===== src/rtl/lsu_pkg.sv =====
// Shared encodings for the load/store unit: access sizes, FSM state type
// and the index-width helper.
package lsu_pkg;

  localparam logic [1:0] SZ_BYTE = 2'b00;
  localparam logic [1:0] SZ_HALF = 2'b01;
  localparam logic [1:0] SZ_WORD = 2'b10;

  typedef enum logic [2:0] {
    ST_IDLE,
    ST_RD,
    ST_WR,
    ST_RMW_RD,
    ST_RMW_WR,
    ST_DONE
  } lsu_state_t;

  // Number of word-index bits for a memory of 'depth' 32-bit words.
  function automatic int idx_width(input int depth);
    return $clog2(depth);
  endfunction

endpackage


===== src/rtl/load_store_unit_if.sv =====
// Request and memory-side bundle of the load/store unit.
// err_o exists only when LSU_MISALIGN_TRAP_EN is defined.
interface load_store_unit_if;
  logic        req_valid_i;
  logic        req_ready_o;
  logic        MemRead_i;
  logic        MemWrite_i;
  logic [1:0]  size_i;
  logic        unsigned_i;
  logic [31:0] addr_i;
  logic [31:0] wdata_i;
  logic [31:0] rdata_o;
  logic        done_o;
`ifdef LSU_MISALIGN_TRAP_EN
  logic        err_o;
`endif
  logic [31:0] mem_addr_o;
  logic [31:0] mem_wdata_o;
  logic        mem_read_o;
  logic        mem_write_o;
  logic [31:0] mem_rdata_i;

  modport slave (
    input  req_valid_i, MemRead_i, MemWrite_i, size_i, unsigned_i, addr_i, wdata_i, mem_rdata_i,
    output req_ready_o, rdata_o, done_o, mem_addr_o, mem_wdata_o, mem_read_o, mem_write_o
`ifdef LSU_MISALIGN_TRAP_EN
    , output err_o
`endif
  );

  modport master (
    output req_valid_i, MemRead_i, MemWrite_i, size_i, unsigned_i, addr_i, wdata_i, mem_rdata_i,
    input  req_ready_o, rdata_o, done_o, mem_addr_o, mem_wdata_o, mem_read_o, mem_write_o
`ifdef LSU_MISALIGN_TRAP_EN
    , input err_o
`endif
  );
endinterface


===== src/rtl/lsu_align.sv =====
// Combinational lane logic: load extraction with sign/zero extension and
// subword merge for read-modify-write stores. Little-endian lanes.
module lsu_align
  import lsu_pkg::*;
(
  input  logic [31:0] i_word,
  input  logic [1:0]  i_lane,
  input  logic [1:0]  i_size,
  input  logic        i_unsigned,
  input  logic [31:0] i_wdata,
  output logic [31:0] o_load,
  output logic [31:0] o_merge
);

  logic [7:0]  w_byte;
  logic [15:0] w_half;

  // Select the addressed lane, then extend for loads or splice for stores.
  always_comb begin
    w_byte = 8'h00;
    case (i_lane)
      2'd0: w_byte = i_word[7:0];
      2'd1: w_byte = i_word[15:8];
      2'd2: w_byte = i_word[23:16];
      2'd3: w_byte = i_word[31:24];
    endcase
    w_half  = i_lane[1] ? i_word[31:16] : i_word[15:0];
    o_load  = i_word;
    o_merge = i_wdata;
    case (i_size)
      SZ_BYTE: begin
        o_load  = {{24{w_byte[7] & ~i_unsigned}}, w_byte};
        o_merge = i_word;
        case (i_lane)
          2'd0: o_merge[7:0]   = i_wdata[7:0];
          2'd1: o_merge[15:8]  = i_wdata[7:0];
          2'd2: o_merge[23:16] = i_wdata[7:0];
          2'd3: o_merge[31:24] = i_wdata[7:0];
        endcase
      end
      SZ_HALF: begin
        o_load  = {{16{w_half[15] & ~i_unsigned}}, w_half};
        o_merge = i_word;
        if (i_lane[1]) o_merge[31:16] = i_wdata[15:0];
        else           o_merge[15:0]  = i_wdata[15:0];
      end
      default: ;
    endcase
  end

endmodule


===== src/rtl/load_store_unit.sv =====
// Load/store unit: accepts one MEM-stage request at a time, sequences the
// word-indexed memory (subword stores as read-modify-write) and pulses
// done_o on completion. Define LSU_MISALIGN_TRAP_EN to trap misaligned
// half/word accesses with err_o instead of silently ignoring low bits.
//
// state     | meaning
// ----------+---------------------------------------------
// IDLE      | ready for a request
// RD        | load read, waiting MEM_LAT cycles
// WR        | full-word store write strobe
// RMW_RD    | subword store: reading the old word
// RMW_WR    | subword store: writing the merged word
// DONE      | done_o pulse, back to IDLE next cycle
module load_store_unit
  import lsu_pkg::*;
#(
  parameter int MEM_LAT = 1,
  parameter int DEPTH   = 256
) (
  input logic              clk_i,
  input logic              rst_n_i,
  load_store_unit_if.slave bus
);

  localparam int         IDX_W  = idx_width(DEPTH);
  localparam logic [3:0] LAT_M1 = 4'(MEM_LAT - 1);

  lsu_state_t  r_state;
  logic [3:0]  r_cnt;
  logic [31:0] r_addr;
  logic [31:0] r_wdata;
  logic [1:0]  r_size;
  logic        r_unsigned;
  logic [31:0] r_rdata;
  logic [31:0] r_word;
  logic        r_done;
  logic        r_err;

  logic [31:0] w_align_word;
  logic [31:0] w_load;
  logic [31:0] w_merge;
  logic        w_misalign;
  logic        w_unused_addr;

`ifdef LSU_MISALIGN_TRAP_EN
  assign w_misalign = ((bus.size_i == SZ_HALF) && bus.addr_i[0]) ||
                      (bus.size_i[1] && (bus.addr_i[1:0] != 2'b00));
  assign bus.err_o  = r_err;
`else
  logic w_unused_err;
  assign w_misalign   = 1'b0;
  assign w_unused_err = r_err;
`endif

  assign w_unused_addr = ^r_addr[31:IDX_W+2];

  // During RMW_WR the merge works on the sampled old word; otherwise the
  // live memory data feeds load extraction.
  assign w_align_word = (r_state == ST_RMW_WR) ? r_word : bus.mem_rdata_i;

  lsu_align u_align (
    .i_word     (w_align_word),
    .i_lane     (r_addr[1:0]),
    .i_size     (r_size),
    .i_unsigned (r_unsigned),
    .i_wdata    (r_wdata),
    .o_load     (w_load),
    .o_merge    (w_merge)
  );

  // Request capture, latency down-counter and state sequencing.
  always_ff @(posedge clk_i or negedge rst_n_i) begin
    if (!rst_n_i) begin
      r_state    <= ST_IDLE;
      r_cnt      <= 4'd0;
      r_addr     <= 32'd0;
      r_wdata    <= 32'd0;
      r_size     <= 2'd0;
      r_unsigned <= 1'b0;
      r_rdata    <= 32'd0;
      r_word     <= 32'd0;
      r_done     <= 1'b0;
      r_err      <= 1'b0;
    end else begin
      r_done <= 1'b0;
      r_err  <= 1'b0;
      unique case (r_state)
        ST_IDLE: begin
          if (bus.req_valid_i) begin
            r_addr     <= bus.addr_i;
            r_wdata    <= bus.wdata_i;
            r_size     <= bus.size_i;
            r_unsigned <= bus.unsigned_i;
            if (w_misalign && (bus.MemRead_i || bus.MemWrite_i)) begin
              r_state <= ST_DONE;
              r_done  <= 1'b1;
              r_err   <= 1'b1;
            end else if (bus.MemWrite_i) begin
              if (bus.size_i[1]) begin
                r_state <= ST_WR;
              end else begin
                r_state <= ST_RMW_RD;
                r_cnt   <= LAT_M1;
              end
            end else if (bus.MemRead_i) begin
              r_state <= ST_RD;
              r_cnt   <= LAT_M1;
            end else begin
              r_state <= ST_DONE;
              r_done  <= 1'b1;
            end
          end
        end
        ST_RD: begin
          if (r_cnt == 4'd0) begin
            r_rdata <= w_load;
            r_state <= ST_DONE;
            r_done  <= 1'b1;
          end else begin
            r_cnt <= r_cnt - 4'd1;
          end
        end
        ST_RMW_RD: begin
          if (r_cnt == 4'd0) begin
            r_word  <= bus.mem_rdata_i;
            r_state <= ST_RMW_WR;
          end else begin
            r_cnt <= r_cnt - 4'd1;
          end
        end
        ST_WR, ST_RMW_WR: begin
          r_state <= ST_DONE;
          r_done  <= 1'b1;
        end
        ST_DONE: r_state <= ST_IDLE;
        default: r_state <= ST_IDLE;
      endcase
    end
  end

  assign bus.req_ready_o = (r_state == ST_IDLE);
  assign bus.mem_read_o  = (r_state == ST_RD) || (r_state == ST_RMW_RD);
  assign bus.mem_write_o = (r_state == ST_WR) || (r_state == ST_RMW_WR);
  assign bus.mem_addr_o  = (r_state == ST_IDLE) ? 32'd0
                         : {{(32-IDX_W){1'b0}}, r_addr[IDX_W+1:2]};
  assign bus.mem_wdata_o = (r_state == ST_WR)     ? r_wdata
                         : (r_state == ST_RMW_WR) ? w_merge
                         : 32'd0;
  assign bus.done_o      = r_done;
  assign bus.rdata_o     = r_rdata;

endmodule


===== src/flat_wrapper.sv =====
// flat-port wrapper written by rule: the top's interface ports become plain ports
module load_store_unit_flat import lsu_pkg::*;
#(
  parameter int MEM_LAT = 1,
  parameter int DEPTH   = 256
)
  (clk_i, rst_n_i, bus_req_valid_i, bus_MemRead_i, bus_MemWrite_i, bus_size_i, bus_unsigned_i, bus_addr_i, bus_wdata_i, bus_mem_rdata_i, bus_req_ready_o, bus_rdata_o, bus_done_o, bus_mem_addr_o, bus_mem_wdata_o, bus_mem_read_o, bus_mem_write_o);
  load_store_unit_if bus_i ();
  input logic clk_i;
  input logic rst_n_i;
  input wire logic [$bits(bus_i.req_valid_i)-1:0] bus_req_valid_i;
  input wire logic [$bits(bus_i.MemRead_i)-1:0] bus_MemRead_i;
  input wire logic [$bits(bus_i.MemWrite_i)-1:0] bus_MemWrite_i;
  input wire logic [$bits(bus_i.size_i)-1:0] bus_size_i;
  input wire logic [$bits(bus_i.unsigned_i)-1:0] bus_unsigned_i;
  input wire logic [$bits(bus_i.addr_i)-1:0] bus_addr_i;
  input wire logic [$bits(bus_i.wdata_i)-1:0] bus_wdata_i;
  input wire logic [$bits(bus_i.mem_rdata_i)-1:0] bus_mem_rdata_i;
  output wire logic [$bits(bus_i.req_ready_o)-1:0] bus_req_ready_o;
  output wire logic [$bits(bus_i.rdata_o)-1:0] bus_rdata_o;
  output wire logic [$bits(bus_i.done_o)-1:0] bus_done_o;
  output wire logic [$bits(bus_i.mem_addr_o)-1:0] bus_mem_addr_o;
  output wire logic [$bits(bus_i.mem_wdata_o)-1:0] bus_mem_wdata_o;
  output wire logic [$bits(bus_i.mem_read_o)-1:0] bus_mem_read_o;
  output wire logic [$bits(bus_i.mem_write_o)-1:0] bus_mem_write_o;
  assign bus_i.req_valid_i = bus_req_valid_i;
  assign bus_i.MemRead_i = bus_MemRead_i;
  assign bus_i.MemWrite_i = bus_MemWrite_i;
  assign bus_i.size_i = bus_size_i;
  assign bus_i.unsigned_i = bus_unsigned_i;
  assign bus_i.addr_i = bus_addr_i;
  assign bus_i.wdata_i = bus_wdata_i;
  assign bus_i.mem_rdata_i = bus_mem_rdata_i;
  assign bus_req_ready_o = bus_i.req_ready_o;
  assign bus_rdata_o = bus_i.rdata_o;
  assign bus_done_o = bus_i.done_o;
  assign bus_mem_addr_o = bus_i.mem_addr_o;
  assign bus_mem_wdata_o = bus_i.mem_wdata_o;
  assign bus_mem_read_o = bus_i.mem_read_o;
  assign bus_mem_write_o = bus_i.mem_write_o;
  load_store_unit #(.MEM_LAT(MEM_LAT), .DEPTH(DEPTH)) u_core (.clk_i(clk_i), .rst_n_i(rst_n_i), .bus(bus_i));
endmodule

===== config.mk =====
export PLATFORM = sky130hd
export DESIGN_NAME = load_store_unit_flat
export DESIGN_NICKNAME = d
export VERILOG_FILES = /design/src/rtl/lsu_pkg.sv /design/src/rtl/load_store_unit_if.sv /design/src/rtl/lsu_align.sv /design/src/rtl/load_store_unit.sv /design/src/flat_wrapper.sv
export SDC_FILE = /design/constraint.sdc
export NUM_CORES = 1
export LEC_CHECK = 0
export CAP_MARGIN = 10
export CORE_UTILIZATION = 42
export CTS_BUF_LIST = sky130_fd_sc_hd__clkbuf_4 sky130_fd_sc_hd__clkbuf_8
export DETAILED_ROUTE_END_ITERATION = 8
export PLACE_DENSITY = 0.68
export SLEW_MARGIN = 10
export SYNTH_ARGS = -nofsm -noshare
export SYNTH_HDL_FRONTEND = slang
export SYNTH_SLANG_ARGS = --single-unit

===== constraint.sdc =====
create_clock -name clk_i -period 3.3 [get_ports clk_i]
set_input_delay 0.66 -clock clk_i [delete_from_list [all_inputs] [get_ports clk_i]]
set_output_delay 0.66 -clock clk_i [all_outputs]
set_load 0.03 [all_outputs]

==> flow_summary.ini <==
[status]
run_status = complete, no violations

[place]
gp_congestion = 0.888
place_inst = 1019
io_buffers = 157
dpl.hpwl_mm = 15.8
dpl-instance-area_mm2 = 0.00883

[finish]
diodes = 0
nFillCells = 1350
layout-drive-gt1-share_pct = 22.7
num-nets-final = 930
fin_cells = 1054
stdcell_area_mm2 = 0.00936
area_delta_synth_final_pct = 35.7

[grt]
grt_pass1_vias = 5930
grt_max_degree = 50
grt_usage_pct = 26.2
grt_pass1_wl_mm = 33.0
grt-ovfl-total = 0
antenna_found_initial = 0

[sta]
slew_headroom_pct = 59.9
hold_viol = 0
worstMarginPinSlew_ns = 0.585
drv_slew = 0
setup_violations = 0
post-route-period-util_pct = 97.7
fin_crit_ns = 3.22
max_freq_mhz = 310
fin_worst_skew_ns = 0.0111
tns_ns = 0
rsz0062_at_grt = no

[floorplan]
fp.dieW_um = 130
start_util_pct = 43.3
io_pins = 204
fp-row-count = 46
fp.dieH_um = 130
die_area_mm2 = 0.0169
core_mm2 = 0.0159

[routing]
wl_per_cell_um = 20.2
vias_per_cell = 5.74
drtIter0Drc = 607
vias = 6048
wl_mm = 21.3
ant_nets = 0
drtPass1Iterations = 5
drc = 0

[synth]
yosys_warnings = 0
syn_area_mm2 = 0.00690
synthTopCellsByCount = dfrtp_1, mux2_2, nand2_1
synth.distinct_cells = 53
avgSynthCellArea_um2 = 10.2
ys_ff_latch = 117
synth-main-ff-cell = dfrtp_1
yosysSeqAreaShare_pct = 42.4
synth_area_leader_cell = dfrtp_1
synth_edf_count = 0
synthArstFlopShare_pct = 100
synth_cells = 673
synth_top_area_share_pct = 42.4
yosys.cell_count.top_type = dfrtp_1
synth_area_leaders = dfrtp_1, mux2_2, mux2i_1

[setup_path]
worst_setup_path_end_kind = primary output
cp_data_arrival_time_ns = 2.56
critPathLaunchType = flip-flop
path_class = flip-flop to primary output
path_cells = or3b_4 > buf_4 > mux2_2 > o32ai_1 > a211oi_1 > a21o_1 > buf_12
ff2ff_path_depth = 6
path_max_fanout = 12
cp_slowest_stage_delay_ns = 0.51
crit_path_top_delay_cell = or3b_4
worstPathRequired_ns = 2.64

[cts]
worstSkewPairLatency_ns = 0.46
clkSinkCount = 117
ctsHtreeMaxLevel = 4
clock_path_buffers = 2
cts.clk_slew.worst_paths_ns = 0.07
cts_tree = yes
cts_root_buf = clkbuf_8
cts_buffers = 17
cts_hold_buf = 0

[power]
combPwrFrac_pct = 54.0
p_int_uw = 5590
vdd.ir_drop.worst_mv = 0.372
p_leak_uw = 0.00411
pwr-share-clk_pct = 16.7
switching_share_pct = 43.6
p_switching_uw = 4320
powerDensity_mw_per_mm2 = 1060
seqPwrFrac_pct = 29.4

[flow_run]
max_cap_viol_count = 0

[min_path]
holdCritPathClass = primary input to asynchronous set/reset pin
-- final timing paths --
kind	start	endpoint	slack [ns]
hold reg to reg	u_core.r_word[3]$_DFFE_PN0P_	u_core.r_word[3]$_DFFE_PN0P_	0.50
setup reg to reg	u_core.r_state[0]$_DFFE_PN0P_	u_core.bus.rdata_o[19]$_DFFE_PN0P_	0.71
hold / removal	rst_n_i	u_core.r_addr[7]$_DFFE_PN0P_	0.21
setup / recovery	u_core.r_state[0]$_DFFE_PN0P_	bus_mem_wdata_o[0]	0.08
max in group asynchronous	rst_n_i	u_core.bus.rdata_o[23]$_DFFE_PN0P_	2.32
min in group clk_i	u_core.r_word[3]$_DFFE_PN0P_	u_core.r_word[3]$_DFFE_PN0P_	0.50
-- cell usage in the layout (no fill, tap or decap), types with 4 or more instances in the layout --
cell             count
a21o_1              11
a21oi_1             26
a221o_1              5
a221oi_1            11
a31oi_1             12
and2_1               6
buf_12              23
buf_4               42
bufinv_16            6
clkbuf_8            18
clkdlybuf4s50_1    124
conb_1              24
dfrtp_1            117
inv_1               13
mux2_1               5
mux2_2              74
mux2i_1             48
mux4_2               8
nand2_1             68
nand2b_1             4
nand3_1              4
nor2_1              36
nor2b_1              8
o21ai_0             33
o221ai_1            14
o22a_1              16
o22ai_1             26
o2bb2ai_1            5
-- registers in the layout, summed over array words and instances, names as in the netlist --
register and cells:
u_core.r_addr 10, u_core.bus.done_o 1, u_core.r_unsigned 1, u_core.r_cnt 4
u_core.r_wdata 32, u_core.r_word 32, u_core.r_size 2, u_core.bus.rdata_o 32
u_core.r_state 3
-- layout make-up --
class | count | area [µm²] | area share [%]
multi-input cells | 485 | 3580 | 38.3
flip-flops and latches | 117 | 2930 | 31.3
repair buffers | 190 | 2030 | 21.7
well taps | 216 | 270 | 2.89
clock buffers | 18 | 248 | 2.65
clock inverters | 14 | 248 | 2.65
inverters | 14 | 52.6 | 0.562
-- metal layers --
| layer | wire [µm] | up-vias | GRT usage [%] |
|---|---|---|---|
| met2 | 9890 | 281 | 40.6 |
| met3 | 1550 | 23 | 4.67 |
| met4 | 270 | 0 | 7.25 |
| met1 | 9570 | 2994 | 37.5 |
| met5 | 0 | - | 0 |
| li1 | - | 2750 | - |
-- through the flow --
| stage | setup WS, ns | util, % | total power (µW) | hold slack (ns) |
|---|---|---|---|---|
| after detailed placement | 0.358 | 55.4 | 8180 | 0.479 |
| after CTS | 0.0609 | 58.5 | 9860 | 0.215 |
| after floorplan | 0.255 | - | 6150 | 0.364 |
| after global placement | 0.346 | 55.4 | 8030 | 0.468 |
| final | 0.0752 | 58.7 | 9910 | 0.208 |
| after global routing | 0.00790 | 58.7 | 10500 | 0.229 |
-- worst max-delay path: cells and delay by family, from the launching register on --
family | cells | cell delay [ns]
AO/OA/AOI/OAI | 3 | 0.53
AND/OR/NAND/NOR | 1 | 0.51
flip-flops | 1 | 0.39
buffers and inverters | 2 | 0.36
multiplexers | 1 | 0.31
-- repair_timing --
action,4_1_cts,5_1_grt
cloned,0,0
setup buffers,0,3
setup endpoints to repair,15,11
pin swaps,0,1
gates resized for setup,1,3
hold endpoints to repair,0,0
-- power by group through the flow --
| stage | Combinational (µW) | Sequential (µW) | Clock (µW) |
|---|---|---|---|
| floorplan | 3220 | 2940 | 0 |
| global placement | 5190 | 2850 | 0 |
| detailed placement | 5290 | 2890 | 0 |
| CTS | 5310 | 2870 | 1680 |
| global route | 5720 | 2990 | 1760 |
| finish | 5350 | 2910 | 1650 |
-- cell families after synthesis --
group / after synthesis / synth area share (%)
muxes: 135 / 22.5
buffers and inverters: 94 / 6.98
other: 1 / 0.0544
adders and majority gates: 1 / 0.181
DFF: 117 / 42.4
AOI/OAI and AO/OA: 182 / 18.4
and+or+nand+nor: 143 / 9.43
No activity file was read; power rests on OpenSTA's default activity.
